--- config.mk ---
export PLATFORM = sky130hd
export DESIGN_NAME = router_pkt_src_flat
export DESIGN_NICKNAME = d
export VERILOG_FILES = /design/src/rtl/router_pkt_src_if.sv /design/src/rtl/router_pkt_src.sv /design/src/flat_wrapper.sv
export SDC_FILE = /design/constraint.sdc
export NUM_CORES = 1
export LEC_CHECK = 0
export CORE_MARGIN = 3
export CORE_UTILIZATION = 40
export DETAILED_ROUTE_END_ITERATION = 12
export PLACE_DENSITY_LB_ADDON = 0.3
export SLEW_MARGIN = 0
export SYNTH_ARGS = -nofsm -noshare
export SYNTH_HDL_FRONTEND = slang
export SYNTH_SLANG_ARGS = --single-unit
export TNS_END_PERCENT = 1
--- constraint.sdc ---
create_clock -name clock -period 2.7 [get_ports clock]
set_clock_uncertainty 0.05 [all_clocks]
set_input_delay 0.54 -clock clock [delete_from_list [all_inputs] [get_ports clock]]
set_output_delay 0.54 -clock clock [all_outputs]
set_load 0.01 [all_outputs]
--- src/rtl/router_pkt_src_if.sv ---
// Router-facing byte link of the packet source: data and pkt_valid toward the router,
// busy and error back from it.
interface router_pkt_src_if;
    logic [7:0] rt_data;
    logic       pkt_valid;
    logic       busy;
    logic       error;

    modport master (output rt_data, output pkt_valid, input busy, input error);
    modport slave  (input rt_data, input pkt_valid, output busy, output error);
endinterface

--- src/rtl/router_pkt_src.sv ---
// Store-and-forward packet source for the 1-to-3 router: buffers one request's payload, then sends
// header/payload/parity. Optional macro PARITY_CORRUPT_EN adds a corrupt_parity request input.
module router_pkt_src #(
    parameter int MAX_LEN  = 63,
    parameter int ERR_WAIT = 3
) (
    input  logic       clock,
    input  logic       resetn,
    input  logic       req_valid,
    output logic       req_ready,
    input  logic [1:0] req_addr,
    input  logic [5:0] req_len,
    input  logic       pl_valid,
    output logic       pl_ready,
    input  logic [7:0] pl_data,
`ifdef PARITY_CORRUPT_EN
    input  logic       corrupt_parity,
`endif
    router_pkt_src_if.master rt,
    output logic       done,
    output logic       pkt_err,
    output logic       addr_err
);

    localparam int DEPTH = MAX_LEN + 1;
    localparam int CW    = $clog2(ERR_WAIT + 1);
    localparam logic [CW-1:0] CNT_LAST = CW'(ERR_WAIT - 1);

    typedef enum logic [2:0] {IDLE, LOAD, SEND_HDR, SEND_PL, SEND_PAR, CHK_ERR} state_t;

    state_t        state;
    state_t        state_nxt;
    logic [1:0]    addr_q;
    logic [5:0]    len_q;
    logic [5:0]    wr_cnt;
    logic [5:0]    rd_cnt;
    logic [7:0]    parity;
    logic [7:0]    parity_tx;
    logic [CW-1:0] cnt;
    logic [7:0]    rt_data_q;
    logic          pkt_valid_q;
    logic [7:0]    mem [DEPTH];
    logic [7:0]    req_hdr;
    logic          last_wr;
    logic          last_rd;

    assign req_hdr      = {req_len, req_addr};
    assign last_wr      = (wr_cnt == len_q - 6'd1);
    assign last_rd      = (rd_cnt == len_q - 6'd1);
    assign req_ready    = (state == IDLE);
    assign pl_ready     = (state == LOAD);
    assign rt.rt_data   = rt_data_q;
    assign rt.pkt_valid = pkt_valid_q;

`ifdef PARITY_CORRUPT_EN
    logic corrupt_q;

    always_ff @(posedge clock or negedge resetn) begin
        if (!resetn) begin
            corrupt_q <= 1'b0;
        end else if (state == IDLE && req_valid) begin
            corrupt_q <= corrupt_parity;
        end
    end

    assign parity_tx = parity ^ {7'd0, corrupt_q};
`else
    assign parity_tx = parity;
`endif

    always_ff @(posedge clock or negedge resetn) begin
        if (!resetn) begin
            state <= IDLE;
        end else begin
            state <= state_nxt;
        end
    end

    always_comb begin
        state_nxt = state;
        case (state)
            IDLE: begin
                if (req_valid && req_addr != 2'd3) begin
                    state_nxt = (req_len == 6'd0) ? SEND_HDR : LOAD;
                end
            end
            LOAD:     if (pl_valid && last_wr) state_nxt = SEND_HDR;
            SEND_HDR: if (!rt.busy) state_nxt = (len_q == 6'd0) ? SEND_PAR : SEND_PL;
            SEND_PL:  if (!rt.busy && last_rd) state_nxt = SEND_PAR;
            SEND_PAR: if (!rt.busy) state_nxt = CHK_ERR;
            CHK_ERR:  if (cnt == CNT_LAST) state_nxt = IDLE;
            default:  state_nxt = IDLE;
        endcase
    end

    // Payload storage needs no reset; it is always rewritten before it is read.
    always_ff @(posedge clock) begin
        if (state == LOAD && pl_valid) begin
            mem[wr_cnt] <= pl_data;
        end
    end

    always_ff @(posedge clock or negedge resetn) begin
        if (!resetn) begin
            rt_data_q   <= 8'd0;
            pkt_valid_q <= 1'b0;
            done        <= 1'b0;
            pkt_err     <= 1'b0;
            addr_err    <= 1'b0;
            addr_q      <= 2'd0;
            len_q       <= 6'd0;
            wr_cnt      <= 6'd0;
            rd_cnt      <= 6'd0;
            parity      <= 8'd0;
            cnt         <= '0;
        end else begin
            done     <= 1'b0;
            addr_err <= 1'b0;
            case (state)
                IDLE: begin
                    if (req_valid) begin
                        addr_q  <= req_addr;
                        len_q   <= req_len;
                        parity  <= req_hdr;
                        pkt_err <= 1'b0;
                        wr_cnt  <= 6'd0;
                        rd_cnt  <= 6'd0;
                        if (req_addr == 2'd3) begin
                            addr_err <= 1'b1;
                        end else if (req_len == 6'd0) begin
                            rt_data_q   <= req_hdr;
                            pkt_valid_q <= 1'b1;
                        end
                    end
                end
                LOAD: begin
                    if (pl_valid) begin
                        parity <= parity ^ pl_data;
                        wr_cnt <= wr_cnt + 6'd1;
                        if (last_wr) begin
                            rt_data_q   <= {len_q, addr_q};
                            pkt_valid_q <= 1'b1;
                        end
                    end
                end
                SEND_HDR: begin
                    if (!rt.busy) begin
                        if (len_q == 6'd0) begin
                            rt_data_q   <= parity_tx;
                            pkt_valid_q <= 1'b0;
                        end else begin
                            rt_data_q <= mem[0];
                            rd_cnt    <= 6'd0;
                        end
                    end
                end
                SEND_PL: begin
                    if (!rt.busy) begin
                        if (last_rd) begin
                            rt_data_q   <= parity_tx;
                            pkt_valid_q <= 1'b0;
                        end else begin
                            rd_cnt    <= rd_cnt + 6'd1;
                            rt_data_q <= mem[rd_cnt + 6'd1];
                        end
                    end
                end
                SEND_PAR: begin
                    if (!rt.busy) begin
                        rt_data_q <= 8'd0;
                        cnt       <= '0;
                    end
                end
                CHK_ERR: begin
                    pkt_err <= pkt_err | rt.error;
                    cnt     <= cnt + CW'(1);
                    if (cnt == CNT_LAST) begin
                        done <= 1'b1;
                    end
                end
                default: ;
            endcase
        end
    end

endmodule

--- src/flat_wrapper.sv ---
// flat-port wrapper written by rule: the top's interface ports become plain ports
module router_pkt_src_flat 
#(
    parameter int MAX_LEN  = 63,
    parameter int ERR_WAIT = 3
)
  (clock, resetn, req_valid, req_ready, req_addr, req_len, pl_valid, pl_ready, pl_data, done, pkt_err, addr_err, rt_rt_data, rt_pkt_valid, rt_busy, rt_error);
  router_pkt_src_if rt_i ();
  input  logic clock;
  input  logic resetn;
  input  logic req_valid;
  output logic req_ready;
  input  logic [1:0] req_addr;
  input  logic [5:0] req_len;
  input  logic pl_valid;
  output logic pl_ready;
  input  logic [7:0] pl_data;
  output logic done;
  output logic pkt_err;
  output logic addr_err;
  output wire logic [$bits(rt_i.rt_data)-1:0] rt_rt_data;
  output wire logic [$bits(rt_i.pkt_valid)-1:0] rt_pkt_valid;
  input wire logic [$bits(rt_i.busy)-1:0] rt_busy;
  input wire logic [$bits(rt_i.error)-1:0] rt_error;
  assign rt_rt_data = rt_i.rt_data;
  assign rt_pkt_valid = rt_i.pkt_valid;
  assign rt_i.busy = rt_busy;
  assign rt_i.error = rt_error;
  router_pkt_src #(.MAX_LEN(MAX_LEN), .ERR_WAIT(ERR_WAIT)) u_core (.clock(clock), .resetn(resetn), .req_valid(req_valid), .req_ready(req_ready), .req_addr(req_addr), .req_len(req_len), .pl_valid(pl_valid), .pl_ready(pl_ready), .pl_data(pl_data), .rt(rt_i), .done(done), .pkt_err(pkt_err), .addr_err(addr_err));
endmodule
## Word-level counts from Yosys, hierarchy flattened

Memory sizes are Yosys's and may differ from the RTL's.
Cells that the tools add are included.

| word-level totals | value |
|---|---|
| bits in read-only memories | 0 |
| input bits | 22 |
| bits in latches | 0 |
| output and inout port bits | 14 |
| RAM bits | 512 |
| flip-flop bits (word level) | 45 |
| memories kept | 1 |

Memories:

| name | words | width | read ports | clocked after memory_dff | write ports | line | text |
|---|---|---|---|---|---|---|---|
| u_core.mem | 64 | 8 | 2 | 0 | 1 | router_pkt_src.sv:42 | `logic [7:0] mem [DEPTH];` |

| operators by class | value |
|---|---|
| order comparisons | 0 |
| mux-type cells | 52 |
| multipliers | 0 |
| eq/ne operators | 26 |
| reductions and logical operators | 22 |
| bitwise operators | 2 |
| add/subtract/negate cells | 4 |
| shift operators | 0 |
| divide/modulo/power cells | 0 |

Operator list:

| cell | count |
|---|---|
| 8-bit two-way mux | 12 |
| 8-bit case mux with 5 select lines | 1 |
| 6-bit two-way mux | 6 |
| 3-bit two-way mux | 7 |
| 2-bit != test, second input constant | 9 |
| 3-bit case mux with 6 select lines | 1 |
| 6-bit case mux with 3 select lines | 1 |
| 1-bit two-way mux | 17 |
| 2-bit by 1-bit != test with 1-bit output, second input constant | 8 |
| 8-bit case mux with 2 select lines | 1 |
| 6-bit by 1-bit adder with 6-bit output, second input constant | 2 |
| 6-bit equality test | 2 |
| 6-bit zero test | 2 |
| 6-bit case mux with 2 select lines | 1 |
| 6-bit AND reduction | 2 |
| 10-bit AND reduction | 1 |
| 9-bit AND reduction | 1 |
| 8-bit XOR | 1 |
| 3-bit by 2-bit equality test with 1-bit output, second input constant | 2 |
| 3-bit equality test, second input constant | 2 |
| 2-bit AND reduction | 3 |
| 2-bit nonzero test | 3 |
| 6-bit by 1-bit subtractor with 6-bit output, second input constant | 1 |
| 5-bit nonzero test | 1 |
| 14 further kinds | 19 |

## Logic depth before layout (Yosys ltp)

| depth | value |
|---|---|
| depth after elaboration | 5 |
| gate-level depth with buffers | 11 |
| gate-level depth less buffers | 9 |

## Worst setup path before layout

Ideal clock, no wire load.

| timing | value |
|---|---|
| path type | reg-to-reg |
| start point | register u_core.rd_cnt[1] |
| end point | register u_core.rt_data_q[2], in the netlist u_core.rt.rt_data[2] |
| data required time | 2.527 ns |
| slack | 0.004 ns |
| cell stages (with the launch flop) | 11 |
| arrival time | 2.523 ns |
| path buffers | 3 |
| cell sequence | dfrtp_1 > ha_1 > buf_4 > buf_4 > clkbuf_1 > mux4_2 > mux2i_1 > o22ai_1 > nor4_1 > a21oi_1 > o221a_1 |

| between the ends | value |
|---|---|
| longest elaborated chain between the ends | 5 |
| elaborated cells between the ends (all ways) | 6 |
| those cells by class | 1 x add/sub; 1 x eq/ne; 3 x mux; 1 x memory |

RTL lines:

| what | line | text |
|---|---|---|
| start, declared | router_pkt_src.sv:36 | `logic [5:0] rd_cnt;` |
| start signal, assigned | router_pkt_src.sv:163 | `rd_cnt <= rd_cnt + 6'd1;` |
| 6-bit by 1-bit adder with 6-bit output | router_pkt_src.sv:164 | `rt_data_q <= mem[rd_cnt + 6'd1];` |
| memory 64 x 8 bit | - |  |
| 8-bit two-way mux * | router_pkt_src.sv:159 | `if (last_rd) begin` |
| 8-bit two-way mux * | router_pkt_src.sv:158 | `if (!rt.busy) begin` |
| 8-bit case mux with 5 select lines * | router_pkt_src.sv:119 | `case (state)` |
| end signal, assigned | router_pkt_src.sv:131 | `rt_data_q <= req_hdr;` |
| end signal, assigned | router_pkt_src.sv:160 | `rt_data_q <= parity_tx;` |
| end signal, assigned | router_pkt_src.sv:164 |  |
| end, declared | router_pkt_src.sv:40 | `logic [7:0] rt_data_q;` |

Mark *: on every way between the ends. The rest lies on a longest branch, timed or not. The select of a mux whose other input is x is not followed.
A chain may end at the register's enable or synchronous reset.

## Worst setup path after layout

| timing | value |
|---|---|
| start point | register u_core.rd_cnt[0] |
| end point | register u_core.rt_data_q[2], in the netlist u_core.rt.rt_data[2] |

Same word-level chain as after synthesis.

==> impl_metrics.tcl <==
set metrics [dict create \
    min_from "pl_data[2]" \
    max_stage_delay_ns 0.51 \
    max_cap_violations 0 \
    worstMarginPinSlew_ns 0.818 \
    fin_crit_ns 2.77 \
    fp.dieH_um 246 \
    clock_path_buffers 3 \
    hold_depth 1 \
    grtUsageMet3_pct 3.53 \
    die-width_um 246 \
    use_met2_pct 31.4 \
    cts_max_level 2 \
    grt_use_met1_pct 26.1 \
    cpMostUsedCell "buf_12" \
    holdWs_ns 0.348 \
    synth_top_area_share_pct 66.6 \
    postSynthNetCount 1345 \
    yosys.area_share.adder_pct 0.217 \
    drc 0 \
    drt_iter0_markers 1283 \
    max_freq_ghz 0.360 \
    final_common_cell "edfxtp_1" \
    stdcell_count 2348 \
    arrival_ns 3.22 \
    reg2reg_slack_ns -0.07 \
    synth_xor_area_share_pct 1.25 \
    yosys.area_share.simple_pct 6.25 \
    ys.flop_type "edfxtp_1" \
    cp_slowest_cell "dfrtp_4" \
    setup_slack_ns -0.0745 \
    r2r_end "u_core.rt.rt_data[2]" \
    cts_buffers 56 \
    synth_compound_area_share_pct 4.59 \
    dp.final_hpwl_um 37000 \
    path_clk_slew_ns 0.06 \
    drv_slew 0 \
    post_drt_wl_per_cell_um 24.4 \
    grt_max_degree 49 \
    placed_cells 2224 \
    cts.sinks 557 \
    ys_seq_elements 557 \
    multi_input_area_um2 6180 \
    rsz0062_at_grt "yes" \
    synth-async-reset-ratio_pct 8.08 \
    antenna_left 0 \
    start_util_pct 40.7 \
    yosys.cell_types.count 68 \
    status "finished, violations left" \
    io_buffers 35 \
    final_cell_mix "edfxtp_1, buf_4, mux4_2" \
    viasPerCell 5.50 \
    ys_seq_area_share_pct 71.5 \
    antenna_found_initial 3 \
    die_area_um2 60600 \
    syn_to_final_growth_pct 20.9 \
    hold_path_end "u_core.mem[34][2]" \
    setup_violations 8 \
    timing.final.crit_share_pct 103 \
    place_congestion 0.878 \
    syn_area_per_cell_um2 17.5 \
    grt_pass1_vias 13268 \
    cp.required_ns 3.15 \
    worstRegToRegCells 10 \
    syn_inst 1319 \
    grt_busiest_layer "met2" \
    synth_warnings 0 \
    cts_tree "done" \
    drt_first_pass_iters 5 \
    fillCellCount 4628 \
    dpl_cell_area_um2 25600 \
    vdd_drop_max_v 0.000724 \
    end_kind "flip-flop" \
    stdcell_area_um2 27900 \
    synthTopCellsByArea "edfxtp_1, mux4_2, dfrtp_1" \
    fin_nets 1571 \
    r2r-start "u_core.rd_cnt[0]" \
    vias 12904 \
    crit_path_start_kind "flip-flop" \
    synth.cell_area_um2 23100 \
    antenna_cells 0 \
    core_area_um2 56700 \
    cts_root_buffer "clkbuf_16" \
    hold_path.class "primary input to flip-flop" \
    synth.largest_area_cell "edfxtp_1" \
    grt_pass1_wl_um 85500 \
    leakagePower_nw 9.51 \
    layout-drive-gt1-share_pct 30.7 \
    power_density_nw_per_um2 1020 \
    wl_um 57200 \
    synth.area.mux_share_pct 13.8 \
    row_count 87 \
    synth_top_family_by_area "multiplexers" \
    ios 36 \
    path_max_fanout 14 \
    clock_latency_ns 0.61 \
    track_usage_pct 19.2 \
    slew_headroom_pct 45.5 \
    seq_area_um2 16500 \
    synth_edf_count 512 \
    violations "setup timing" \
    path_cells "ha_4 > buf_12 > buf_12 > mux4_2 > mux2i_2 > o22ai_1 > nor4_1 > buf_4 > a21oi_1 > o221a_1" \
    grt_overflow 0 \
    finalHoldViolCount 0 \
    crit_type "flip-flop to flip-flop" \
]
==> cell usage after synthesis, types with 3 or more instances <==
master      n
xnor2_2     3
buf_1       5
o221a_1     6
xnor2_1     5
a31oi_1     4
clkbuf_1   32
or3_1       6
edfxtp_1  512
inv_1      23
buf_2      18
ha_1        4
xnor3_1     4
nor2_1     99
nand2_1   120
and2_1      4
o22ai_1     6
nand3_1    22
dfrtp_1    45
a22o_1      5
o21bai_1    3
a21oi_1    68
nand2b_1    9
nor4_1      6
nand4_1     4
or3b_2      4
a221oi_1    5
nor3_1      5
a211o_1     7
mux2i_1    19
buf_6       9
buf_12      3
nor3b_1     3
buf_4      10
o21ai_0    44
nor2b_1     8
nand3b_1   10
mux4_2    131
or2_2       3
xor2_1      7
and3_1      6
==> cells by family after synthesis <==
kind of cell	count (synthesis)
compound gates	168
fa+ha+maj	4
simple gates	317
mux	152
flops	557
buf+inv	100
xor+xnor	21
==> layout make-up <==
cell class | count | share of cell area [%]
flip-flops and latches | 557 | 59.1
multi-input cells | 662 | 22.2
repair buffers | 245 | 8.26
clock buffers | 63 | 5.19
well taps | 756 | 3.39
clock inverters | 42 | 1.54
inverters | 23 | 0.318
==> per-stage QoR <==
stage,TNS (ns),utilization (%),power [mW],setup WS (ns)
floorplan,0,-,16.4,0.00444
global placement,-0.666,45.2,19.7,-0.109
detailed placement,-0.658,45.2,19.8,-0.108
CTS,-0.208,48.9,28.3,-0.0623
global route,-1.08,49.2,29.6,-0.163
finish,-0.378,49.2,28.3,-0.0745
==> worst max path at each step <==
stage                           from              endpoint  cells after the start
detailed placement  u_core.rd_cnt[0]  u_core.rt.rt_data[4]                      9
finish              u_core.rd_cnt[0]  u_core.rt.rt_data[2]                     10
global route        u_core.rd_cnt[0]  u_core.rt.rt_data[3]                     10
CTS                 u_core.rd_cnt[0]  u_core.rt.rt_data[0]                      8
global placement    u_core.rd_cnt[2]  u_core.rt.rt_data[6]                      8
floorplan           u_core.rd_cnt[1]  u_core.rt.rt_data[2]                     10
==> critical path: cells and delay by family (launching register included) <==
family	cells	cell delay, ns
mux	2	0.54
buf+inv	3	0.44
compound gates	3	0.51
flops	1	0.51
fa+ha+maj	1	0.35
simple gates	1	0.27
==> repair_timing <==
item | CTS | global route
pin swaps | 4 | 3
setup endpoints to repair | 9 | 11
setup buffers | 5 | 9
endpoints found under the hold margin | 22 | 0
hold buffers | 1 | 0
cloned | 4 | 0
gates resized for setup | 19 | 19
==> power by group <==
group / switching [mW] / internal (mW) / leakage [nW] / total (mW)
clock: 3.26 / 4.63 / 0.933 / 7.89
combinational: 5.06 / 5.25 / 3.43 / 10.3
sequential: 0.391 / 9.76 / 5.15 / 10.2
total: 8.71 / 19.6 / 9.51 / 28.3
==> flip-flops by register name, summed over array words and instances, names as in the netlist <==
signal,count
u_core.rt.rt_data,8
u_core.rd_cnt,6
u_core.pkt_err,1
u_core.mem,512
u_core.rt.pkt_valid,1
u_core.len_q,6
u_core.done,1
u_core.cnt,2
u_core.state,3
u_core.wr_cnt,6
u_core.addr_q,2
u_core.parity,8
u_core.addr_err,1
==> routing by layer <==
layer / wire length (um) / up-vias
li1: - / 5667
met1: 24200 / 6714
met2: 27800 / 431
met3: 3500 / 90
met4: 1770 / 2
met5: 13 / -
(Power assumes the default switching activity.)
